--- src/rtl/sw_reader.sv ---
// sw_reader: slide-switch read port for the core.
// Raw switch levels are synchronized, debounced, and every settled value is
// captured into a holding register. The core sees the value plus a
// valid/overflow status word; a read strobe clears the status on the next edge.
module sw_reader #(
    parameter int WIDTH           = 10,
    parameter int DEBOUNCE_CYCLES = 4
) (
    input  logic             clk_i,
    input  logic             reset_n,
    input  logic [WIDTH-1:0] SW_i,
    input  logic             rd_en_i,
    output logic [31:0]      rdata_o,
    output logic             valid_o,
    output logic             ovf_o,
    output logic             changed_o
);

    localparam int CNT_W = $clog2(DEBOUNCE_CYCLES) + 1;
    localparam logic [CNT_W-1:0] CNT_LAST = CNT_W'(DEBOUNCE_CYCLES - 1);
    localparam logic [CNT_W-1:0] CNT_ONE  = CNT_W'(1);

    localparam logic [0:0] ST_IDLE  = 1'b0;
    localparam logic [0:0] ST_COUNT = 1'b1;

    logic [WIDTH-1:0] sync1;
    logic [WIDTH-1:0] sync2;
    logic [WIDTH-1:0] cand;
    logic [WIDTH-1:0] stable;
    logic [CNT_W-1:0] cnt;
    logic [0:0]       state;
    logic             valid_q;
    logic             ovf_q;
    logic             changed_q;

    logic [WIDTH-1:0] cand_d;
    logic [CNT_W-1:0] cnt_d;
    logic [0:0]       state_d;
    logic             commit;

    // Two-flop synchronizer; only sync2 is safe to use downstream.
    always_ff @(posedge clk_i or negedge reset_n) begin
        if (!reset_n) begin
            sync1 <= '0;
            sync2 <= '0;
        end else begin
            // NOTE: non-blocking here so sync2 takes the old sync1, giving two real stages.
            sync1 <= SW_i;
            sync2 <= sync1;
        end
    end

    // Debounce FSM next-state: a candidate must stay unchanged for
    // DEBOUNCE_CYCLES counted cycles before it replaces the stable value.
    always_comb begin
        // NOTE: every output gets a default first so no path leaves one unassigned (no latch).
        state_d = state;
        cand_d  = cand;
        cnt_d   = cnt;
        commit  = 1'b0;
        case (state)
            ST_IDLE: begin
                if (sync2 != stable) begin
                    cand_d  = sync2;
                    cnt_d   = '0;
                    state_d = ST_COUNT;
                end
            end
            ST_COUNT: begin
                if (sync2 == stable) begin
                    // Input bounced back to the accepted value: abandon.
                    state_d = ST_IDLE;
                    cnt_d   = '0;
                end else if (sync2 != cand) begin
                    // A different value appeared: restart qualification on it.
                    cand_d = sync2;
                    cnt_d  = '0;
                end else if (cnt == CNT_LAST) begin
                    commit  = 1'b1;
                    state_d = ST_IDLE;
                end else begin
                    cnt_d = cnt + CNT_ONE;
                end
            end
            default: state_d = ST_IDLE;
        endcase
    end

    // Debounce FSM registers and the accepted (stable) value.
    always_ff @(posedge clk_i or negedge reset_n) begin
        if (!reset_n) begin
            state  <= ST_IDLE;
            cand   <= '0;
            cnt    <= '0;
            stable <= '0;
        end else begin
            state <= state_d;
            cand  <= cand_d;
            cnt   <= cnt_d;
            if (commit) begin
                stable <= cand;
            end
        end
    end

    // Status flags: a commit sets valid (beating a same-cycle read), a commit
    // onto an unread value flags overflow, and any read clears overflow.
    always_ff @(posedge clk_i or negedge reset_n) begin
        if (!reset_n) begin
            valid_q   <= 1'b0;
            ovf_q     <= 1'b0;
            changed_q <= 1'b0;
        end else begin
            changed_q <= commit;

            if (commit) begin
                valid_q <= 1'b1;
            end else if (rd_en_i) begin
                valid_q <= 1'b0;
            end

            if (commit && valid_q && !rd_en_i) begin
                ovf_q <= 1'b1;
            end else if (rd_en_i) begin
                ovf_q <= 1'b0;
            end
        end
    end

    // Read word is a pure decode of registers; it never looks at rd_en_i.
    always_comb begin
        rdata_o              = '0;
        rdata_o[WIDTH-1:0]   = stable;
        rdata_o[30]          = ovf_q;
        rdata_o[31]          = valid_q;
    end

    assign valid_o   = valid_q;
    assign ovf_o     = ovf_q;
    assign changed_o = changed_q;

endmodule

--- config.mk ---
export PLATFORM = sky130hd
export DESIGN_NAME = sw_reader
export DESIGN_NICKNAME = d
export VERILOG_FILES = /design/src/rtl/sw_reader.sv
export SDC_FILE = /design/constraint.sdc
export NUM_CORES = 1
export LEC_CHECK = 0
export ABC_AREA = 1
export BUFFER_PORTS_ARGS = -buffer_cell sky130_fd_sc_hd__buf_4
export CORE_AREA = 2 2 74 69
export DETAILED_ROUTE_END_ITERATION = 10
export DIE_AREA = 0 0 76 71
export GPL_ROUTABILITY_DRIVEN = 0
export PLACE_DENSITY = 0.7
export SYNTH_ARGS = -nofsm -noshare
export SYNTH_HDL_FRONTEND = slang
export SYNTH_SLANG_ARGS = --single-unit
--- constraint.sdc ---
create_clock -name clk_i -period 1.5 [get_ports clk_i]
set_input_delay 0 -clock clk_i [delete_from_list [all_inputs] [get_ports clk_i]]
set_output_delay 0 -clock clk_i [all_outputs]
set_load 0.01 [all_outputs]
Word level (Yosys, flattened, before mapping)
Cells that the tools add are included.
{"block": "word_totals", "regBits": 47, "input_bits": 13, "output_inout_bits": 35, "word_cells": 47}
{"block": "op_classes", "n_bitwise": 1, "n_eq_ne": 8, "addsub": 1, "n_reduce_logical": 7, "n_mux": 21}
{"operator": "$mux 10", "count": 3}
{"operator": "$ne 10x10->1", "count": 2}
{"operator": "$pmux 10 s2", "count": 1}
{"operator": "$mux 3", "count": 4}
{"operator": "$mux 1", "count": 11}
{"operator": "$eq 10x10->1", "count": 1}
{"operator": "$pmux 3 s2", "count": 1}
{"operator": "$ne 2x2->1 const B", "count": 2}
{"operator": "$ne 4x4->1 const B", "count": 1}
{"operator": "$reduce_bool 2->1", "count": 2}
{"operator": "$add 3x1->3 const B", "count": 1}
{"operator": "$eq 3x2->1 const B", "count": 1}
{"operator": "$reduce_and 3->1", "count": 1}
{"operator": "$logic_and 1x1->1", "count": 2}
{"operator": "$ne 2x1->1 const B", "count": 1}
{"operator": "$pmux 1 s2", "count": 1}
{"operator": "$reduce_and 2->1", "count": 1}
{"operator": "$logic_not 1->1", "count": 1}
{"operator": "$not 1->1", "count": 1}

Longest topological paths before layout
Gate-level depths: netlist (run 1).
{"block": "depth", "word_depth": 8, "depth_mapped": 12, "ltp_nobuf": 12}

Worst setup path before layout (run 1)
Ideal clock, no wire load.
{"block": "synth_path", "path_type": "register -> register", "from": "reg stable[5]", "to": "reg cand[5]", "path_stages_with_launch": 10, "synth_period_minus_slack_ps": 1422, "t_required_ps": 1374, "arrival_time_ps": 1296, "slack_ps": 78, "setup_time_ps": 126, "cell_sequence": "dfrtp_1 -> inv_1 -> nand2_1 -> nand2_1 -> nand2_1 -> nor2_1 -> nand3_2 -> o21ai_1 -> clkbuf_2 -> o21ai_0"}
{"block": "synth_between", "elab_chain_cells": 3, "elab_cells_between_ends": 5, "cone_classes": "eq/ne: 4; reduce/logical: 1"}
{"item": "start, declared", "line": "29", "text": "logic [WIDTH-1:0] stable;"}
{"item": "start signal, assigned", "line": "101", "text": "stable <= cand;"}
{"item": "$ne 10x10->1 / $eq 10x10->1 (equally long branches)", "line": "63, 70"}
{"item": "$ne 2x2->1 (no source line)"}
{"item": "$reduce_and 3->1 (no source line) (*)"}
{"item": "end signal, assigned", "line": "98", "text": "cand <= cand_d;"}
{"item": "end, declared", "line": "28", "text": "logic [WIDTH-1:0] cand;"}
Mark *: on every way between the ends. The rest lies on a longest branch, timed or not.
A chain may end at the register's enable or synchronous reset.

Final worst setup path (run 1)
{"block": "layout_path", "from": "reg sync2[6]", "to": "reg stable[9]"}
{"block": "layout_between", "elab_chain_cells": 4, "elab_cells_between_ends": 5, "cone_classes": "eq/ne: 2; mux: 3"}
{"item": "start, declared", "line": "27", "text": "logic [WIDTH-1:0] sync2;"}
{"item": "start signal, assigned", "line": "49", "text": "sync2 <= sync1;"}
{"item": "$ne 10x10->1", "line": "74", "text": "end else if (sync2 != cand) begin"}
{"item": "$mux 1", "line": "74"}
{"item": "$mux 1 (*)", "line": "70", "text": "if (sync2 == stable) begin"}
{"item": "$mux 1 (*)", "line": "61", "text": "case (state)"}
Marks and branches as above.

==> flow_summary_export.csv, run 1 <==
group,metric,value,unit
setup_path,path_cells,"xnor2_2 -> nand2_1 -> nor2_2 -> nand2_2 -> nor2_4 -> buf_6 -> nand3_4 -> nand2_1 -> nand2_1",
floorplanning,initial_core_util,46.4,%
placed_design,dp_hpwl,2.83,mm
timing,hold_violations,0,
drt,drc,0,
synthesis,ys_seq_area_share,54.4,%
floorplanning,row_count,24,
setup_path,crit_path_frequent_cell,"nand2_1",
setup_path,endpoint_kind,"flop",
timing,rsz0062_at_grt,"yes",
setup_path,path_buf_inv,1,
grt,grt-ovfl-total,0,
floorplanning,die_w,76,µm
finish,final_common_cell,"nand2_1",
cts,clock-sinks,47,
setup_path,path_class,"reg2reg",
synthesis,async_flop_share,100,%
drt,first_pass_iters,4,
setup_path,cp.required,1.70,ns
cts,insertion_delay,0.30,ns
setup_path,startpoint_type,"flop",
timing,setup_viol,27,
timing,slew_viol_final,0,
drt,vias,1707,
grt,grt_util_all_layers,17.7,%
synthesis,synth_cells,239,
grt,grt_pass1_vias,1723,
worst_hold_path,hp-class,"in2async",
finish,fin_nets,334,
cts,clock_path_buffers,2,
timing,relSlewSlack,61.7,%
power_and_ir_drop,leakage,1.52,nW
floorplanning,die_y,71,µm
run,cap_violations,0,
setup_path,critPathTopFamily,"simple AND/OR/NAND/NOR gates",
timing,min_period,1.62,ns
synthesis,synth_edf_count,0,
grt,grt_max_degree,48,
run_status,violations,"setup timing",
placed_design,io_buffers,27,
cts,clock_tree.root_cell,"clkbuf_8",
timing,fin_crit_sh,108,%
drt,antenna_left,0,
power_and_ir_drop,ir_drop,0.644,mV
timing,max_freq,616,MHz
timing,hold_slack,0.238,ns
floorplanning,ios,48,
synthesis,syn_area,2160,µm²
cts,htreeDepth,2,
finish,drive_above_1_share,30.9,%
synthesis,ys_ff_latch,47,
setup_path,crit_fanout,5,
setup_path,critPathArrivalTime,1.82,ns
drt,vias_per_cell,4.43,
drt,drt-total-wl,4.45,mm
run_status,status,"finished, violations left",
timing,fin_skew,0.00662,ns
synthesis,synth_warnings,0,
finish,final_cell_mix,"nand2_1 (74), buf_4 (58), dfrtp_1 (46)",
drt,avgRoutedWirePerCell,11.5,µm
floorplanning,die-area,5400,µm²
cts,clk_pin_slew_worst_paths,0.09,ns
drt,drt_iter0_markers,83,
cts,cts_tree,"yes",
finish,insertedDiodeCount,0,
cts,cts_buffers,5,
floorplanning,core-area,4650,µm²
timing,setup_ws,-0.124,ns
timing,worstMarginPinSlew,0.575,ns
placed_design,place_area,2530,µm²
synthesis,synth.avg_cell_area,9.04,µm²
setup_path,max_stage_delay,0.45,ns
synthesis,synth_flop_cell,"dfrtp_1",
synthesis,synth.distinct_cells,25,
grt,antenna_found_initial,0,
finish,stdcell_area,2950,µm²
power_and_ir_drop,power.density,791,nW/µm²
grt,grt_first_pass_wirelength,7.44,mm
placed_design,place_ws,-0.123,ns
finish,syn_to_final_growth,36.7,%
setup_path,slowest_stage,"dfrtp_2",
-- power breakdown --
part | total [W] | internal (W) | switching [W]
sequential | 0.00134 | 0.00131 | 0.0000309
clock | 0.000758 | 0.000335 | 0.000424
combinational | 0.000241 | 0.000109 | 0.000132
total | 0.00234 | 0.00175 | 0.000586
-- repair_timing --
action,CTS,global route
buffers inserted,7,4
hold buffers,12,0
endpoints found under the hold margin,59,0
setup endpoints to repair,27,27
pin swaps,3,4
gates resized for setup,16,11
gates cloned,3,0
-- cells by family (layout without fill, tap and decap cells) --
group | Yosys count | after routing | share of synthesized area, %
xor+xnor | 11 | 11 | 4.46
buf+inv | 54 | 113 | 13.8
simple gates | 102 | 105 | 19.9
fa+ha+maj | 2 | 2 | 1.16
flops | 47 | 47 | 54.4
other cells | 1 | 20 | 0.174
compound gates | 22 | 22 | 6.08
-- sequential cells by signal, summed over array words and instances (netlist names) --
register	count
ovf_o	1
state	1
stable	10
sync1	10
sync2	10
changed_o	1
cnt	3
cand	10
valid_o	1
-- metal layers --
metal	GRT usage, %	share of wire [%]	wire length [µm]
met4	7.27	2.0	90
met1	21.5	43	1920
met3	4.34	5.1	227
met5	0	0	0
met2	30.9	50	2210
-- Yosys cell counts (2+ instances only) --
library cell / number / area (µm²)
o21ai_1: 3 / 15.0
ha_1: 2 / 25.0
xor2_1: 6 / 52.6
nand3_1: 5 / 25.0
nand2_1: 78 / 293
xnor2_1: 5 / 43.8
nor2_1: 10 / 37.5
inv_1: 28 / 105
buf_4: 23 / 173
o21ai_2: 5 / 43.8
nand4_1: 3 / 18.8
dfrtp_1: 47 / 1180
o21ai_0: 10 / 50.1
a21oi_1: 3 / 15.0
-- through the flow --
| stage | power (W) | utilization [%] | TNS, ns | std cells |
|---|---|---|---|---|
| after floorplan | 0.00150 | - | 0 | 258 |
| after global placement | 0.00155 | 54.5 | -0.729 | 351 |
| after detailed placement | 0.00156 | 54.5 | -2.30 | 351 |
| after CTS | 0.00236 | 62.2 | -0.535 | 381 |
| after global routing | 0.00246 | 63.5 | -5.86 | 385 |
| final | 0.00234 | 63.5 | -2.67 | 385 |
-- final timing paths --
path	from	endpoint	slack, ns	cells after the start
min in group clk_i	SW_i[6]	sync1[6]	0.34	2
min reg2reg	sync1[1]	sync2[1]	0.36	0
max in group asynchronous	reset_n	sync2[6]	0.86	2
min	reset_n	sync1[9]	0.24	2
max	sync2[6]	stable[9]	-0.12	9
max reg2reg	sync2[6]	stable[9]	-0.12	9
-- worst reg2reg max path, delay by kind of cell (launching register included) --
| kind | cells | cell delay, ns |
|---|---|---|
| and+or+nand+nor | 7 | 0.71 |
| DFF | 1 | 0.45 |
| xor gates and xnor gates | 1 | 0.21 |
| buffers and inverters | 1 | 0.15 |
-- layout make-up --
cell class / count / area, µm²
Multi-Input combinational cell: 160 / 863
Timing Repair Buffer: 76 / 632
Sequential cell: 47 / 1180
Inverter: 29 / 111
Fill cell: 386 / 1700
Tap cell: 65 / 81.3
Clock buffer: 6 / 72.6
Clock inverter: 2 / 16.3
Power figures use the tool's default switching activity.
==> inputs of run 2 (changes only) <==
Settings changed: CELL_PAD_IN_SITES_DETAIL_PLACEMENT from default to 1, CELL_PAD_IN_SITES_GLOBAL_PLACEMENT from default to 1, CORE_AREA 2 2 74 69 to 2 2 85 79, DIE_AREA 0 0 76 71 to 0 0 87 81.
==> run 2 against run 1 <==
The run still ends with setup timing left. Final cell count grew 1.3%. Non-clock buffer count is 3 lower. Critical endpoint is now cand[5]. Clock-buffer cell count down 1. Clock skew hardly changed. Worst hold slack got worse by 0.016 ns. Setup slack improved by 0.012 ns. Routed wire length increased by 10%. Fmax is 0.73% higher. Highest routed layer unchanged. Via count shrank 0.47%. Global-route usage down 2.5 points. Clock power rose by 27%. Sequential share of layout area decreased by 0.23 points.
==> flow_summary_export.csv, run 2 (synthesis gave the netlist of run 1 again) <==
group,metric,value,unit
drt,antenna_left,0,
cts,clock-sinks,47,
finish,final_common_cell,"nand2_1",
setup_path,critPathArrivalTime,1.84,ns
drt,first_pass_iters,3,
timing,slew_viol_final,0,
timing,hold_violations,0,
cts,cts_tree,"yes",
timing,min_period,1.61,ns
finish,syn_to_final_growth,37.5,%
timing,relSlewSlack,60.2,%
cts,clock_tree.root_cell,"clkbuf_8",
timing,setup_ws,-0.112,ns
timing,worstMarginPinSlew,0.598,ns
finish,stdcell_area,2970,µm²
timing,fin_crit_sh,107,%
grt,grt_util_all_layers,15.2,%
drt,vias_per_cell,4.36,
cts,insertion_delay,0.31,ns
setup_path,endpoint_kind,"flop",
finish,regArea,1180,µm²
drt,drc,0,
power_and_ir_drop,power.density,860,nW/µm²
power_and_ir_drop,p_switching,0.000630,W
floorplanning,die-area,7050,µm²
power_and_ir_drop,leakage,1.50,nW
placed_design,dp_hpwl,3.30,mm
finish,fin_nets,329,
finish,multi_input_area,875,µm²
grt,grt_pass1_vias,1809,
cts,htreeDepth,2,
drt,drt-total-wl,4.90,mm
timing,max_freq,620,MHz
power_and_ir_drop,swShare,24.6,%
floorplanning,die_y,81,µm
setup_path,crit_fanout,20,
worst_hold_path,hp-class,"in2async",
placed_design,place_area,2570,µm²
grt,grt-ovfl-total,0,
drt,vias,1699,
drt,drt_iter0_markers,39,
finish,drive_above_1_share,34.0,%
drt,avgRoutedWirePerCell,12.6,µm
floorplanning,initial_core_util,34.5,%
setup_path,cp.required,1.73,ns
floorplanning,core-area,6270,µm²
placed_design,io_buffers,27,
power_and_ir_drop,p_clk_share,37.6,%
run,cap_violations,0,
power_and_ir_drop,power_frac_seq,52.4,%
power_and_ir_drop,ir_drop,0.442,mV
setup_path,startpoint_type,"flop",
timing,fin_skew,0.00704,ns
setup_path,rr_worst_depth,12,
run_status,status,"finished, violations left",
setup_path,path_class,"reg2reg",
cts,clock_path_buffers,2,
timing,setup_viol,26,
power_and_ir_drop,internal_power,0.00193,W
setup_path,r2r_setup_slack,-0.11,ns
grt,grt_max_degree,48,
floorplanning,ios,48,
floorplanning,row_count,28,
grt,antenna_found_initial,0,
finish,final_cell_mix,"nand2_1 (68), buf_4 (58), dfrtp_1 (46)",
timing,hold_slack,0.222,ns
grt,grt_first_pass_wirelength,8.19,mm
power_and_ir_drop,p_comb_share,10.0,%
finish,fillers,729,
run_status,violations,"setup timing",
floorplanning,die_w,87,µm
cts,cts_buffers,5,
finish,insertedDiodeCount,0,
timing,rsz0062_at_grt,"yes",
cts,clk_pin_slew_worst_paths,0.09,ns
==> run 2: cell count changes in the layout (fill, tap and decap cells not counted), moves of 3 or more <==
cell and change:
nand2_1 -6, o21ai_1 +6, inv_1 -5, inv_2 +5, o21ai_0 -5, nand2_2 +4
buf_6 -3, xnor2_1 +3, xnor2_2 -3
==> run 2: cell type report <==
| type | count | share of cell area (%) |
|---|---|---|
| sequential | 47 | 39.6 |
| multi-input combinational | 158 | 29.4 |
| timing repair buffer | 73 | 20.1 |
| inverter | 29 | 3.75 |
| tap | 75 | 3.16 |
| clock buffer | 5 | 2.32 |
| clock inverter | 3 | 1.60 |
==> run 2: per-stage QoR <==
stage / std cells / utilization [%] / power, W / setup slack [ns] / TNS, ns
3_3_place_gp: 364 / 41.0 / 0.00156 / -0.0924 / -1.35
4_1_cts: 390 / 46.3 / 0.00258 / -0.118 / -1.82
3_5_place_dp: 364 / 41.0 / 0.00157 / -0.148 / -2.54
2_1_floorplan: 258 / - / 0.00150 / 0.0780 / 0
5_1_grt: 390 / 47.4 / 0.00267 / -0.240 / -5.47
6_report: 390 / 47.4 / 0.00256 / -0.112 / -2.02
==> run 2: path summary, 6_finish.rpt <==
check / start / endpoint
worst min-delay path: reset_n / stable[7]
max in group asynchronous: reset_n / sync2[6]
worst max register to register: sync2[5] / cand[5]
worst min register to register: sync1[2] / sync2[2]
worst max-delay path: sync2[5] / cand[5]
min in group clk_i: SW_i[9] / sync1[9]
==> run 2: routing by layer <==
| layer | vias up | share of wire (%) | global-route usage, % | wire [µm] |
|---|---|---|---|---|
| li1 | 839 | - | - | - |
| met1 | 817 | 44 | 17.9 | 2150 |
| met2 | 36 | 51 | 27.3 | 2520 |
| met3 | 7 | 3.6 | 3.76 | 175 |
| met4 | 0 | 1.0 | 4.69 | 49 |
| met5 | - | 0 | 0 | 0 |
==> run 2: power by group through the flow <==
stage / clock network, W / logic (W) / registers, W
6_report: 0.000961 / 0.000255 / 0.00134
5_1_grt: 0.00104 / 0.000289 / 0.00135
4_1_cts: 0.000998 / 0.000245 / 0.00134
3_5_place_dp: 0 / 0.000204 / 0.00136
3_3_place_gp: 0 / 0.000199 / 0.00136
2_1_floorplan: 0 / 0.000141 / 0.00136
==> run 2: repair_timing <==
action                     CTS  global route
pin swaps                    6            11
gates cloned                 1             0
buffers inserted             5             1
hold endpoints to repair    59             0
resized for setup           20            25
hold buffers                12             0
setup endpoints to repair   27            27
==> run 2: critical path, stage by stage (launching register included) <==
cell and delay (ns):
dfrtp_1 0.44, inv_2 0.08, nand2_2 0.08, nand2_2 0.06, inv_2 0.05, nand2_2 0.04, nor2_2 0.11, nand2_2 0.08
buf_4 0.15, o21ai_4 0.13, buf_12 0.17, nand2_1 0.07, o21ai_1 0.08
==> inputs of run 3 (changes only) <==
Settings changed: ABC_AREA 1 to default, CORE_AREA 2 2 85 79 to 2 2 80 74, DIE_AREA 0 0 87 81 to 0 0 82 76.
==> run 3 against run 2 <==
The run still ends with setup timing left. Clock power increased by 13%. Clock-buffer cell count increased by 1. Register-to-register slack got worse by 0.32 ns. Critical path type unchanged. Largest cell class unchanged. Highest routed layer unchanged.
==> flow_summary_export.csv, run 3 <==
group,metric,value,unit
placed_design,dp_hpwl,3.23,mm
grt,grt-ovfl-total,0,
floorplanning,ios,48,
timing,min_period,1.93,ns
cts,clock_path_buffers,2,
cts,cts_tree,"yes",
setup_path,path_class,"reg2reg",
timing,hold_violations,0,
timing,setup_viol,27,
finish,drive_above_1_share,45.8,%
setup_path,endpoint_kind,"flop",
cts,clock-sinks,47,
power_and_ir_drop,total_power,0.00266,W
synthesis,synth_flop_cell,"dfrtp_1",
finish,final_cell_mix,"buf_4 (63), dfrtp_1 (47), conb_1 (20)",
run_status,status,"finished, violations left",
drt,drt_iter0_markers,50,
synthesis,synth.distinct_cells,25,
setup_path,critPathArrivalTime,2.12,ns
cts,clk_pin_slew_worst_paths,0.09,ns
timing,slew_viol_final,0,
finish,fillers,571,
setup_path,r2r-end,"stable[1]",
synthesis,yosysTopAreaCell,"dfrtp_1",
timing,fin_skew,0.0110,ns
finish,insertedDiodeCount,0,
run_status,violations,"setup timing",
cts,insertion_delay,0.30,ns
timing,rsz0062_at_grt,"yes",
floorplanning,die-area,6230,µm²
synthesis,synth_most_common_cell,"dfrtp_1",
synthesis,ys_seq_area_share,58.6,%
drt,drc,0,
synthesis,ys_ff_latch,47,
power_and_ir_drop,leakage,1.44,nW
setup_path,r2r-start,"sync2[8]",
floorplanning,die_w,82,µm
drt,avgRoutedWirePerCell,15.5,µm
power_and_ir_drop,ir_drop,0.543,mV
drt,vias_per_cell,4.42,
floorplanning,die_y,76,µm
setup_path,cp.required,1.69,ns
setup_path,rr_worst_depth,6,
finish,final_common_cell,"buf_4",
setup_path,r2r_setup_slack,-0.43,ns
synthesis,synth_common_cells,"dfrtp_1 (47), buf_4 (23), xor2_1 (11)",
synthesis,synth.avg_cell_area,14.0,µm²
synthesis,async_flop_share,100,%
worst_hold_path,hp-class,"in2async",
timing,relSlewSlack,60.6,%
drt,vias,1303,
grt,grt_first_pass_wirelength,7.09,mm
grt,grt_util_all_layers,15.5,%
timing,max_freq,519,MHz
timing,fin_setup_tns,-9.26,ns
synthesis,synth_edf_count,0,
finish,final_util,51.5,%
grt,grt_pass1_vias,1447,
setup_path,crit_fanout,4,
synthesis,ys_top_cells_by_area,"dfrtp_1 (59%), buf_4 (8.6%), mux2_1 (5.6%)",
synthesis,synth_top_area_share,58.6,%
cts,cts_buffers,5,
drt,antenna_left,0,
finish,syn_to_final_growth,40.2,%
cts,clock_tree.root_cell,"clkbuf_8",
finish,fin_nets,239,
synthesis,synth_warnings,0,
timing,setup_ws,-0.428,ns
drt,drt-total-wl,4.58,mm
placed_design,io_buffers,27,
run,cap_violations,0,
floorplanning,initial_core_util,36.7,%
synthesis,syn_area,2010,µm²
setup_path,startpoint_type,"flop",
timing,fin_crit_sh,129,%
timing,worstMarginPinSlew,0.591,ns
grt,grt_max_degree,48,
drt,first_pass_iters,3,
cts,htreeDepth,2,
grt,antenna_found_initial,0,
floorplanning,row_count,26,
power_and_ir_drop,power.density,943,nW/µm²
synthesis,synth_cells,143,
floorplanning,core-area,5470,µm²
## run 3: cell count changes after synthesis, moves of 6 or more
cell	previous run	this run
nand2_1	78	1
inv_1	28	5
mux2_1	0	10
o21ai_0	10	0
nor2_1	10	1
mux2_4	0	6
## run 3: how the worst max path moves through the flow
stage	cells past startpoint	slack, ns	to	from
2_1_floorplan	6	-0.38	stable[1]	stable[8]
3_3_place_gp	6	-0.31	stable[3]	sync2[8]
3_5_place_dp	6	-0.39	stable[3]	sync2[8]
4_1_cts	6	-0.40	stable[1]	sync2[2]
5_1_grt	7	-0.54	cnt[2]	sync2[8]
6_report	6	-0.43	stable[1]	sync2[8]
## run 3: area by class of cell
type	count	area [µm²]	share of cell area, %
Timing Repair Buffer	79	638	22.7
Multi-Input combinational cell	86	763	27.1
Clock buffer	6	72.6	2.58
Inverter	5	18.8	0.666
Tap cell	70	87.6	3.11
Clock inverter	2	60.1	2.13
Sequential cell	47	1180	41.8
## run 3: worst max-delay path: stages, from the launching register on
cell	delay [ns]
dfrtp_1	0.42
xor2_1	0.17
nor4_2	0.31
nand4_2	0.19
nand4_1	0.22
buf_4	0.19
mux2_4	0.30
## run 3: report_power, final
| part | internal (W) | switching (W) |
|---|---|---|
| sequential | 0.00131 | 0.0000321 |
| clock | 0.000666 | 0.000423 |
| combinational | 0.000118 | 0.000109 |
| total | 0.00209 | 0.000565 |
## run 3: cell families after synthesis
| kind of cell | count (synthesis) | synth area share, % |
|---|---|---|
| xor+xnor | 20 | 8.72 |
| other cells | 1 | 0.187 |
| simple gates | 18 | 6.48 |
| compound gates | 4 | 1.31 |
| flops | 47 | 58.6 |
| buf+inv | 29 | 10.1 |
| fa+ha+maj | 2 | 1.25 |
| mux | 22 | 13.4 |
## run 3: what timing repair did
action,in CTS,in global routing
setup buffers,2,4
hold endpoints to repair,59,0
cloned,0,0
hold buffers,12,0
gates resized for setup,6,13
pin swaps,4,4
setup endpoints to repair,27,27
## run 3: per-stage QoR
stage	hold slack, ns	cell area (µm²)	worst slack (ns)	instances
final	0.250	2820	-0.428	295
after global placement	0.0329	2440	-0.311	269
after detailed placement	0.0484	2440	-0.394	269
after global routing	0.295	2820	-0.541	295
after CTS	0.257	2740	-0.404	291
after floorplan	-0.296	2080	-0.384	162
## run 3: metal layers
metal	wire length [µm]	track usage (%)	vias to the layer above
met1	1780	17.7	665
li1	-	-	596
met3	174	3.91	7
met5	0	0	-
met4	53	4.50	0
met2	2570	28.0	35
